--- config.mk ---
export PLATFORM = sky130hd
export DESIGN_NAME = cascade_tick_divider
export DESIGN_NICKNAME = d
export VERILOG_FILES = /design/src/rtl/cascade_tick_divider.sv
export SDC_FILE = /design/constraint.sdc
export NUM_CORES = 1
export LEC_CHECK = 0
export BUFFER_PORTS_ARGS = -buffer_cell sky130_fd_sc_hd__buf_2
export CAP_MARGIN = 20
export CORE_ASPECT_RATIO = 0.5
export CORE_MARGIN = 3
export CORE_UTILIZATION = 30
export DETAILED_ROUTE_END_ITERATION = 7
export GPL_TIMING_DRIVEN = 1
export PLACE_DENSITY_LB_ADDON = 0.1
export SKIP_LAST_GASP = 1
export SLEW_MARGIN = 25
export SYNTH_ARGS = -nofsm -noshare
export SYNTH_HDL_FRONTEND = slang
export SYNTH_SLANG_ARGS = --single-unit
--- constraint.sdc ---
create_clock -name clk -period 1.7 [get_ports clk]
set_input_delay 0.17 -clock clk [delete_from_list [all_inputs] [get_ports clk]]
set_output_delay 0.17 -clock clk [all_outputs]
set_load 0.05 [all_outputs]
--- src/rtl/cascade_tick_divider.sv ---
// Cascade of synchronous divider stages: stage i counts tick pulses of stage i-1, all on clk.
// Define CASCADE_DIV_RUNTIME_EN to add run-time divisor load ports (div_load/div_sel/div_value).
module cascade_tick_divider #(
    parameter int unsigned STAGES      = 7,
    parameter int unsigned COUNT_W     = 8,
    parameter int unsigned CLOCK_COUNT = 4,
    localparam int unsigned SEL_W      = (STAGES > 1) ? $clog2(STAGES) : 1
) (
    input  logic               clk,
    input  logic               rst,
    input  logic               en,
`ifdef CASCADE_DIV_RUNTIME_EN
    input  logic               div_load,
    input  logic [SEL_W-1:0]   div_sel,
    input  logic [COUNT_W-1:0] div_value,
`endif
    output logic [STAGES-1:0]  tick,
    output logic [STAGES-1:0]  level
);

    // Counters hold D-1 as their terminal value, so D = 2^COUNT_W still fits COUNT_W bits.
    localparam logic [COUNT_W-1:0] LastInit = COUNT_W'(CLOCK_COUNT - 1);

    if (STAGES < 1 || CLOCK_COUNT < 1 ||
        longint'(CLOCK_COUNT) > (longint'(1) << COUNT_W) ||
        (longint'(1) << SEL_W) < longint'(STAGES)) begin : g_bad_params
        $error("cascade_tick_divider: illegal parameter combination");
    end

    logic [STAGES-1:0] pulse_in;

    for (genvar i = 0; i < STAGES; i++) begin : g_in
        if (i == 0) begin : g_first
            assign pulse_in[i] = en;
        end else begin : g_next
            assign pulse_in[i] = tick[i-1];
        end
    end

    for (genvar i = 0; i < STAGES; i++) begin : g_stage
        logic [COUNT_W-1:0] cnt_q, cnt_d;
        logic [COUNT_W-1:0] last;
        logic               tick_q, tick_d;
        logic               level_q, level_d;
        logic               load;

`ifdef CASCADE_DIV_RUNTIME_EN
        logic [COUNT_W-1:0] last_q, last_d;

        // Out-of-range div_sel matches no stage, so such loads are dropped.
        assign load = div_load && (div_sel == SEL_W'(i));
        assign last = last_q;

        always_comb begin
            last_d = last_q;
            if (load) begin
                last_d = (div_value == '0) ? '0 : div_value - COUNT_W'(1);
            end
        end

        always_ff @(posedge clk) begin
            if (rst) begin
                last_q <= LastInit;
            end else begin
                last_q <= last_d;
            end
        end
`else
        assign load = 1'b0;
        assign last = LastInit;
`endif

        always_comb begin
            cnt_d   = cnt_q;
            tick_d  = 1'b0;
            level_d = level_q;
            if (load) begin
                cnt_d = '0;
            end else if (pulse_in[i]) begin
                if (cnt_q == last) begin
                    cnt_d   = '0;
                    tick_d  = 1'b1;
                    level_d = ~level_q;
                end else begin
                    cnt_d = cnt_q + COUNT_W'(1);
                end
            end
        end

        always_ff @(posedge clk) begin
            if (rst) begin
                cnt_q   <= '0;
                tick_q  <= 1'b0;
                level_q <= 1'b0;
            end else begin
                cnt_q   <= cnt_d;
                tick_q  <= tick_d;
                level_q <= level_d;
            end
        end

        assign tick[i]  = tick_q;
        assign level[i] = level_q;
    end

endmodule

Word level (Yosys, flattened, before mapping)

Index checks and enable logic that the tools add are counted.

Output and inout port bits: 14
Logic and storage cells: 77
Bits of input ports: 3
Register bits after elaboration: 70

Bitwise logic cells: 14
$add $sub $neg: 7
Mux-type cells: 14
Equal/unequal tests: 7
Reductions and logical operators: 14

Operators by type and width:

| cell                | count |
|---|---|
| $add 8x1->8 const B | 7 |
| $eq 8x2->1 const B  | 7 |
| $mux 8              | 7 |
| $not 1->1           | 14 |
| $reduce_and 2->1    | 7 |
| $reduce_or 2->1     | 7 |
| $mux 1              | 7 |

Longest topological paths before layout

Gate-level depths: netlist of run 1.

Word-level depth: 2
Depth in mapped cells: 4
Gate-level depth less buffers: 4

Least setup slack after synthesis of run 1

Ideal clock, no wire load.

Path kind: reg2reg
From: register g_stage[0].cnt_q[2]
To: register g_stage[0].level_q
Slack: 0.151 ns
Buffers on the path: 0
Period minus slack after synthesis: 1.549 ns
Library setup time: 0.070 ns
Cell stages (with the launch flop): 4
Data arrival time: 1.479 ns
Data required time: 1.630 ns
Path through: dfxtp_1 > or4_4 > or4b_1 > a21oi_1

Word-level cells in the longest chain between the ends: 2

Ends and longest elaborated chain:

| what                              | RTL line | source |
|---|---|---|
| from (decl)                       | 41       | `logic [COUNT_W-1:0] cnt_q, cnt_d;` |
| from (signal assigned)            | 96       | `cnt_q <= cnt_d;` |
| $eq 8x2->1                        | 80       | `if (cnt_q == last) begin` |
| $reduce_and 2->1 (no source line) | -        |  |
| to (signal assigned)              | 98       | `level_q <= level_d;` |
| to (decl)                         | 44       | `logic level_q, level_d;` |

No other way between the ends.
A chain may end at the register's enable or synchronous reset.

Worst setup path after layout of run 1

From: register g_stage[0].cnt_q[3]
To: register g_stage[0].level_q

The elaborated chain is that of the path after synthesis.

==> run summary, run 1 <==
RUN STATUS
------------------------------------------------------------------------------------------------------
Status .................................................................................. finished, final reports clean

LOGIC SYNTHESIS
------------------------------------------------------------------------------------------------------
Gate count after technology mapping .....................................................          332
Net Count, Synth ........................................................................          342
Count of state elements after synthesis .................................................           70
Number of enable flip-flop cells after synthesis ........................................            0
Ys flop type ............................................................................ sky130_fd_sc_hd__dfxtp_1
Part of the Yosys area used for sequential elements .....................................        46.5%
Summed instance area of the synthesized netlist .........................................  0.00301 mm²
Per-instance average area after synthesis ...............................................     9.08 µm²
Share of synthesized registers carrying an async set or reset ...........................           0%
Number of warnings issued by yosys ......................................................            0
Distinct cell type count of the synthesized netlist .....................................           27

PLACE
------------------------------------------------------------------------------------------------------
Post-place setup slack ..................................................................     0.117 ns
Count of buffers inserted at the top-level ports ........................................           16
GPL Wtd Cong ............................................................................        0.777
Placed Area .............................................................................  0.00323 mm²
Post-DP HPWL ............................................................................      4170 µm

STA
------------------------------------------------------------------------------------------------------
RSZ-0062 raised after global routing ....................................................           no
Highest achievable clock rate ...........................................................    0.631 GHz
Setup tns final .........................................................................         0 ns
Least-Margin Pin Slew ...................................................................     0.371 ns
Setup violation total in the final timing report ........................................            0
Pins Over Slew Limit ....................................................................            0
Post-route clock period utilization .....................................................        93.3%
Rel. slew slack .........................................................................        75.2%
Maximum clock skew at final layout ......................................................   0.00330 ns
Final critical delay including setup and external delays ................................      1.59 ns
Final worst slack .......................................................................     0.114 ns
Final count of hold timing violations ...................................................            0
Worst hold margin .......................................................................     0.192 ns

CELLS AND AREA
------------------------------------------------------------------------------------------------------
Leading cell type in the layout, fill and taps excluded ................................. sky130_fd_sc_hd__dfxtp_1
Antenna Cells ...........................................................................            0
Commonest cells after routing, fill and taps aside ...................................... 70 x sky130_fd_sc_hd__dfxtp_1, 36 x sky130_fd_sc_hd__nor2_1, 28 x sky130_fd_sc_hd__a21oi_1
Area delta synth->final .................................................................        15.4%
Final design area excluding fillers .....................................................  0.00348 mm²
Layout Nets .............................................................................          360
Filler instances ........................................................................          988
Share of layout cells above drive strength 1 ............................................        12.1%
Utilization of the core after routing ...................................................        36.2%

CRITICAL PATH
------------------------------------------------------------------------------------------------------
Endpoint of the worst register-to-register path ......................................... g_stage[0].level_q
Kind of end point of the critical path ..................................................    flip-flop
Signal arrival time at the worst endpoint ...............................................      1.84 ns
Crit path from .......................................................................... g_stage[0].cnt_q[3]
Sort of element at the start of the critical path .......................................    flip-flop
Worst Path Class, Setup .................................................................      reg2reg
Worst-path fanout max ...................................................................            5
R2r startpoint .......................................................................... g_stage[0].cnt_q[3]
Worst-case register-to-register setup slack .............................................      0.11 ns
Last element of the critical path ....................................................... g_stage[0].level_q
R2R cell count ..........................................................................            3
Worst EP required .......................................................................      1.96 ns

CLOCK NETWORK
------------------------------------------------------------------------------------------------------
Clock transition at the register clock pins on the worst setup and hold paths after CTS .      0.05 ns
Clk Latency, worst-skew pair ............................................................      0.32 ns
Clock sink count ........................................................................           70
Total setup buffers inserted after CTS ..................................................            0
Number of hold buffers added after CTS ..................................................            0
TritonCTS clock tree ....................................................................          yes
H-tree depth reported by CTS ............................................................            3
Clk Tree Root Cell ...................................................................... sky130_fd_sc_hd__clkbuf_16
Number of gates resized after cts .......................................................            0
Number of buffers inserted during clock tree synthesis ..................................            9
Bufs on Longest Clock Path ..............................................................            2

GLOBAL ROUTING
------------------------------------------------------------------------------------------------------
Tot GR Track Use ........................................................................        11.4%
Grt total ovfl ..........................................................................            0
First-pass GRT wire length ..............................................................     10500 µm
Maximum number of pins on one net before global-route repair ............................           20
Vias in the first global route ..........................................................         2322
Antenna violations before repair ........................................................            0

FLOORPLANNING
------------------------------------------------------------------------------------------------------
Core area ...............................................................................  0.00960 mm²
Cell Rows ...............................................................................           25
X dimension of the die ..................................................................       148 µm
Die Y-Extent ............................................................................      76.9 µm
Starting utilization of the core area ...................................................        31.4%
Die area ................................................................................   0.0114 mm²
Boundary Pins ...........................................................................           17

POWER
------------------------------------------------------------------------------------------------------
Leak ....................................................................................      1.24 nW
Share of power burned in registers ......................................................        49.5%
Power Dens Cells ........................................................................   961 mW/mm²
Clk network pwr share ...................................................................        48.0%
Internal power component ................................................................      2.66 mW
Proportion of total power due to net switching ..........................................        20.5%
Combinational power share ...............................................................         2.5%
Switching power .........................................................................     0.686 mW
Largest vdd supply drop .................................................................     0.454 mV

WORST HOLD PATH
------------------------------------------------------------------------------------------------------
Type of the tightest min-delay check ....................................................       in2reg

DETAILED ROUTING
------------------------------------------------------------------------------------------------------
Total DRC errors in the routed layout ...................................................            0
Final WL ................................................................................      5890 µm
Via-to-Cell Ratio .......................................................................         4.91
Vias after detailed routing .............................................................         2403
Initial DRC Count .......................................................................          120
Pre-Repair DR Iteration Count ...........................................................            4
Final ANT Viol Nets .....................................................................            0
Routed len/inst .........................................................................      12.1 µm

JOB
------------------------------------------------------------------------------------------------------
Maxcap violations .......................................................................            0

-- stage by stage --
step	total power, mW	cells
final	3.34	489
after detailed placement	1.77	474
after global routing	3.49	489
after CTS	3.41	489
after floorplan	1.73	332
after global placement	1.77	474
-- logic make-up (layout without fill, tap and decap cells) --
group | count (synthesis) | count (layout) | share of synthesized area (%)
fa+ha+maj | 7 | 7 | 2.91
xor+xnor | 28 | 28 | 8.14
simple gates | 133 | 133 | 24.2
flops | 70 | 70 | 46.5
compound gates | 63 | 63 | 11.1
buf+inv | 24 | 46 | 4.77
mux | 7 | 7 | 2.32
-- critical path, stage by stage (launching register included) --
cell and delay [ns]:
sky130_fd_sc_hd__dfxtp_1 0.34, sky130_fd_sc_hd__or4_4 0.55, sky130_fd_sc_hd__or4b_1 0.48, sky130_fd_sc_hd__a21oi_1 0.15
-- flip-flops by register name, summed over array words and instances, names as in the netlist --
name             flops
g_stage.cnt_q       56
g_stage.level_q      7
g_stage.tick_q       7
-- metal layers --
layer  vias up  GRT usage [%]  share of wire [%]
met5         -              0                  0
met4         0           4.18                1.7
met3         9           4.49                3.8
met2        34           18.3                 45
met1      1134           13.8                 49
li1       1226              -                  -
-- worst min-delay path by stage --
stage / start / endpoint / slack, ns / depth (start not counted)
2_1_floorplan: rst / g_stage[0].cnt_q[7] / 0.42 / 3
3_3_place_gp: g_stage[6].cnt_q[7] / g_stage[6].cnt_q[7] / 0.46 / 2
3_5_place_dp: g_stage[6].cnt_q[7] / g_stage[6].cnt_q[7] / 0.47 / 2
4_1_cts: en / g_stage[0].cnt_q[0] / 0.18 / 3
5_1_grt: en / g_stage[0].cnt_q[0] / 0.23 / 3
6_report: en / g_stage[0].cnt_q[0] / 0.19 / 3
-- cell type report --
| class | instances | area [µm²] | area share, % |
|---|---|---|---|
| multi-input combinational | 238 | 1470 | 42.2 |
| sequential | 70 | 1400 | 40.3 |
| clock buffer | 13 | 240 | 6.91 |
| timing repair buffer | 30 | 185 | 5.32 |
| tap | 135 | 169 | 4.86 |
| clock inverter | 2 | 10.0 | 0.288 |
| inverter | 1 | 3.75 | 0.108 |
-- cell usage after synthesis (7+ instances only) --
cell type                  count  area share, %
sky130_fd_sc_hd__o21ai_0      25            4.2
sky130_fd_sc_hd__nand4_1      25            5.2
sky130_fd_sc_hd__ha_1          7            2.9
sky130_fd_sc_hd__xor2_1       21            6.1
sky130_fd_sc_hd__or3_1        25            5.2
sky130_fd_sc_hd__clkbuf_1      7           0.87
sky130_fd_sc_hd__buf_4        14            3.5
sky130_fd_sc_hd__nor2_1       36            4.5
sky130_fd_sc_hd__a21oi_1      28            4.6
sky130_fd_sc_hd__dfxtp_1      70             46
sky130_fd_sc_hd__nand2_1      20            2.5
sky130_fd_sc_hd__or4_1         8            2.0
sky130_fd_sc_hd__mux2i_1       7            2.3
sky130_fd_sc_hd__xnor2_1       7            2.0
-- power groups by stage --
stage,registers [mW],logic (mW),clock network [mW]
3_3_place_gp,1.69,0.0824,0
4_1_cts,1.65,0.0841,1.67
5_1_grt,1.65,0.0931,1.75
6_report,1.65,0.0825,1.60
2_1_floorplan,1.69,0.0436,0
3_5_place_dp,1.69,0.0844,0
No activity file was read; power rests on OpenSTA's default activity.
==> run 2: changes to the inputs <==
PLACE_DENSITY_LB_ADDON = default   (was 0.1)
SETUP_SLACK_MARGIN = 0.5   (was default)
SKIP_LAST_GASP = default   (was 1)
==> run 2 against run 1 <==
Fmax is 3.0% higher. First-iteration DRC count is 12% lower. Clock skew is 0.0019 ns higher. Cell area is 18% higher. Sequential power hardly changed. Die area stayed put. Clock power is 23% higher. Sequential share of layout area is 4.8 points lower. Critical endpoint unchanged.
==> run summary, run 2 (same netlist as run 1, synthesis figures left out) <==
CELLS AND AREA
------------------------------------------------------------------------------------------------------
Number of flip-flops under the largest register name ....................................           56
Utilization of the core after routing ...................................................        42.7%
Final Non-Filler Cells ..................................................................          503
Filler instances ........................................................................          925
Layout Nets .............................................................................          373
Registers with the most flip-flops ...................................................... g_stage.cnt_q (56), g_stage.level_q (7), g_stage.tick_q (7)
Commonest cells after routing, fill and taps aside ...................................... 35 x sky130_fd_sc_hd__dfxtp_1, 30 x sky130_fd_sc_hd__nor2_1, 30 x sky130_fd_sc_hd__dfxtp_2
Area delta synth->final .................................................................        36.2%
Final design area excluding fillers .....................................................  0.00411 mm²
Combined flip-flop and latch cell area ..................................................  0.00146 mm²
Share of layout cells above drive strength 1 ............................................        41.3%
Antenna Cells ...........................................................................            0
Register with the most flip-flops ....................................................... g_stage.cnt_q
Leading cell type in the layout, fill and taps excluded ................................. sky130_fd_sc_hd__dfxtp_1
Area of the multi-input gates ...........................................................  0.00184 mm²

CRITICAL PATH
------------------------------------------------------------------------------------------------------
Sort of element at the start of the critical path .......................................    flip-flop
CP Buf/Inv Count ........................................................................            0
Stages on worst setup path ..............................................................            3
Ordered list of cells on the worst path ................................................. or4_4, or4b_4, a21oi_2
Kind of end point of the critical path ..................................................    flip-flop
Kind of cell adding the most delay to the critical path ................................. simple AND/OR/NAND/NOR gates
R2R cell count ..........................................................................            3
Worst Path Class, Setup .................................................................      reg2reg
Crit path from .......................................................................... g_stage[0].cnt_q[5]
R2r startpoint .......................................................................... g_stage[0].cnt_q[5]
Worst-case register-to-register setup slack .............................................      0.16 ns
Signal arrival time at the worst endpoint ...............................................      1.81 ns
Worst-path fanout max ...................................................................            4
Endpoint of the worst register-to-register path ......................................... g_stage[0].level_q
Worst EP required .......................................................................      1.97 ns
Critical Path Max Stage Delay ...........................................................      0.55 ns
Highest-delay cell along the critical path .............................................. sky130_fd_sc_hd__or4_4

DETAILED ROUTING
------------------------------------------------------------------------------------------------------
Final ANT Viol Nets .....................................................................            0
Total DRC errors in the routed layout ...................................................            0
Routed len/inst .........................................................................      12.3 µm
Pre-Repair DR Iteration Count ...........................................................            4
Via-to-Cell Ratio .......................................................................         4.87
Initial DRC Count .......................................................................          106
Vias after detailed routing .............................................................         2450
Final WL ................................................................................      6170 µm

WORST HOLD PATH
------------------------------------------------------------------------------------------------------
Hold endpoint ........................................................................... g_stage[0].tick_q
Hold_sp .................................................................................           en
Type of the tightest min-delay check ....................................................       in2reg
Count of cells along the worst hold path ................................................            3

GLOBAL ROUTING
------------------------------------------------------------------------------------------------------
Vias in the first global route ..........................................................         2364
Grt total ovfl ..........................................................................            0
Maximum number of pins on one net before global-route repair ............................           20
First-pass GRT wire length ..............................................................     10600 µm
Antenna violations before repair ........................................................            0
Tot GR Track Use ........................................................................        11.5%

STA
------------------------------------------------------------------------------------------------------
Final worst slack .......................................................................     0.161 ns
Setup violation total in the final timing report ........................................            0
Final critical delay including setup and external delays ................................      1.54 ns
Least-Margin Pin Slew ...................................................................     0.397 ns
Rel. slew slack .........................................................................        73.5%
Highest achievable clock rate ...........................................................    0.650 GHz
Pins Over Slew Limit ....................................................................            0
Post-route clock period utilization .....................................................        90.5%
Maximum clock skew at final layout ......................................................   0.00524 ns
Setup tns final .........................................................................         0 ns
Final count of hold timing violations ...................................................            0
RSZ-0062 raised after global routing ....................................................          yes

FLOORPLANNING
------------------------------------------------------------------------------------------------------
Boundary Pins ...........................................................................           17
Cell Rows ...............................................................................           25
Die area ................................................................................   0.0114 mm²
Die Y-Extent ............................................................................      76.9 µm
Starting utilization of the core area ...................................................        31.4%
X dimension of the die ..................................................................       148 µm
Core area ...............................................................................  0.00960 mm²

POWER
------------------------------------------------------------------------------------------------------
Proportion of total power due to net switching ..........................................        20.3%
Largest vdd supply drop .................................................................     0.366 mV
Leak ....................................................................................      1.35 nW
Clk network pwr share ...................................................................        53.0%
Power Dens Cells ........................................................................   904 mW/mm²
Combinational power share ...............................................................         2.5%
Switching power .........................................................................     0.755 mW
Internal power component ................................................................      2.96 mW
Share of power burned in registers ......................................................        44.5%

CLOCK NETWORK
------------------------------------------------------------------------------------------------------
Bufs on Longest Clock Path ..............................................................            2
Clk Latency, worst-skew pair ............................................................      0.33 ns
Number of buffers inserted during clock tree synthesis ..................................            9
Number of hold buffers added after CTS ..................................................            0
Clock sink count ........................................................................           70
TritonCTS clock tree ....................................................................          yes
H-tree depth reported by CTS ............................................................            3
Clk Tree Root Cell ...................................................................... sky130_fd_sc_hd__clkbuf_16
Clock transition at the register clock pins on the worst setup and hold paths after CTS .      0.05 ns

PLACE
------------------------------------------------------------------------------------------------------
Placed Area .............................................................................  0.00328 mm²
Count of buffers inserted at the top-level ports ........................................           16
Number of instances in the placed design ................................................          467
Post-DP HPWL ............................................................................      3800 µm
Post-place setup slack ..................................................................     0.173 ns
GPL Wtd Cong ............................................................................        0.742

JOB
------------------------------------------------------------------------------------------------------
Maxcap violations .......................................................................            0

RUN STATUS
------------------------------------------------------------------------------------------------------
Status .................................................................................. finished, final reports clean

-- run 2: cell types whose count changed in the layout (fill, tap and decap cells not counted), moves of 6 or more --
cell / delta
sky130_fd_sc_hd__dfxtp_1: -35
sky130_fd_sc_hd__dfxtp_2: +30
sky130_fd_sc_hd__a21oi_1: -19
sky130_fd_sc_hd__a21oi_2: +19
sky130_fd_sc_hd__buf_4: +15
sky130_fd_sc_hd__or4_1: -8
sky130_fd_sc_hd__or4_4: +8
sky130_fd_sc_hd__buf_2: -7
sky130_fd_sc_hd__ha_1: -7
sky130_fd_sc_hd__nand4bb_1: -6
sky130_fd_sc_hd__nand4bb_4: +6
sky130_fd_sc_hd__nor2_1: -6
sky130_fd_sc_hd__nor2_2: +6
sky130_fd_sc_hd__o21ai_4: +6
-- run 2: per-layer routing --
metal,vias up,global-route usage [%],routed length (µm)
li1,1253,-,-
met1,1166,13.6,2890
met2,23,18.7,2980
met3,8,5.55,214
met4,0,3.35,81
met5,-,0,0
-- run 2: cell type report --
cell class	instances	share of cell area, %
sequential	70	35.5
clock buffer	10	5.58
tap	135	4.11
inverter	1	0.0914
clock inverter	6	2.10
multi-input combinational	238	44.9
timing repair buffer	43	7.68
-- run 2: repair_timing --
action                     4_1_cts  5_1_grt
buffers inserted                17        3
setup endpoints to repair       67       70
resized for setup               42       53
pin swaps                       23       22
-- run 2: worst min-delay path, delay by kind of cell --
family | cells | cell delay (ns)
buffers and inverters | 1 | 0.16
AND/OR/NAND/NOR | 2 | 0.18
-- run 2: worst max-delay path by stage --
stage / slack, ns / endpoint
final: 0.16 / g_stage[0].level_q
after global routing: 0.12 / g_stage[0].level_q
after CTS: 0.17 / g_stage[0].level_q
after detailed placement: 0.17 / g_stage[0].level_q
after global placement: 0.17 / g_stage[0].level_q
after floorplan: 0.21 / g_stage[0].level_q
-- run 2: power by group through the flow --
stage	Sequential [mW]	Combinational, mW	Clock [mW]
after floorplan	1.69	0.0532	0
after global placement	1.69	0.0793	0
after detailed placement	1.69	0.0803	0
after CTS	1.65	0.0861	2.02
after global routing	1.65	0.103	2.10
final	1.65	0.0942	1.97
-- run 2: stage by stage --
| stage | hold slack (ns) | power [mW] |
|---|---|---|
| 6_report | 0.217 | 3.71 |
| 5_1_grt | 0.216 | 3.85 |
| 4_1_cts | 0.206 | 3.76 |
| 3_5_place_dp | 0.469 | 1.77 |
| 3_3_place_gp | 0.464 | 1.77 |
| 2_1_floorplan | 0.447 | 1.74 |
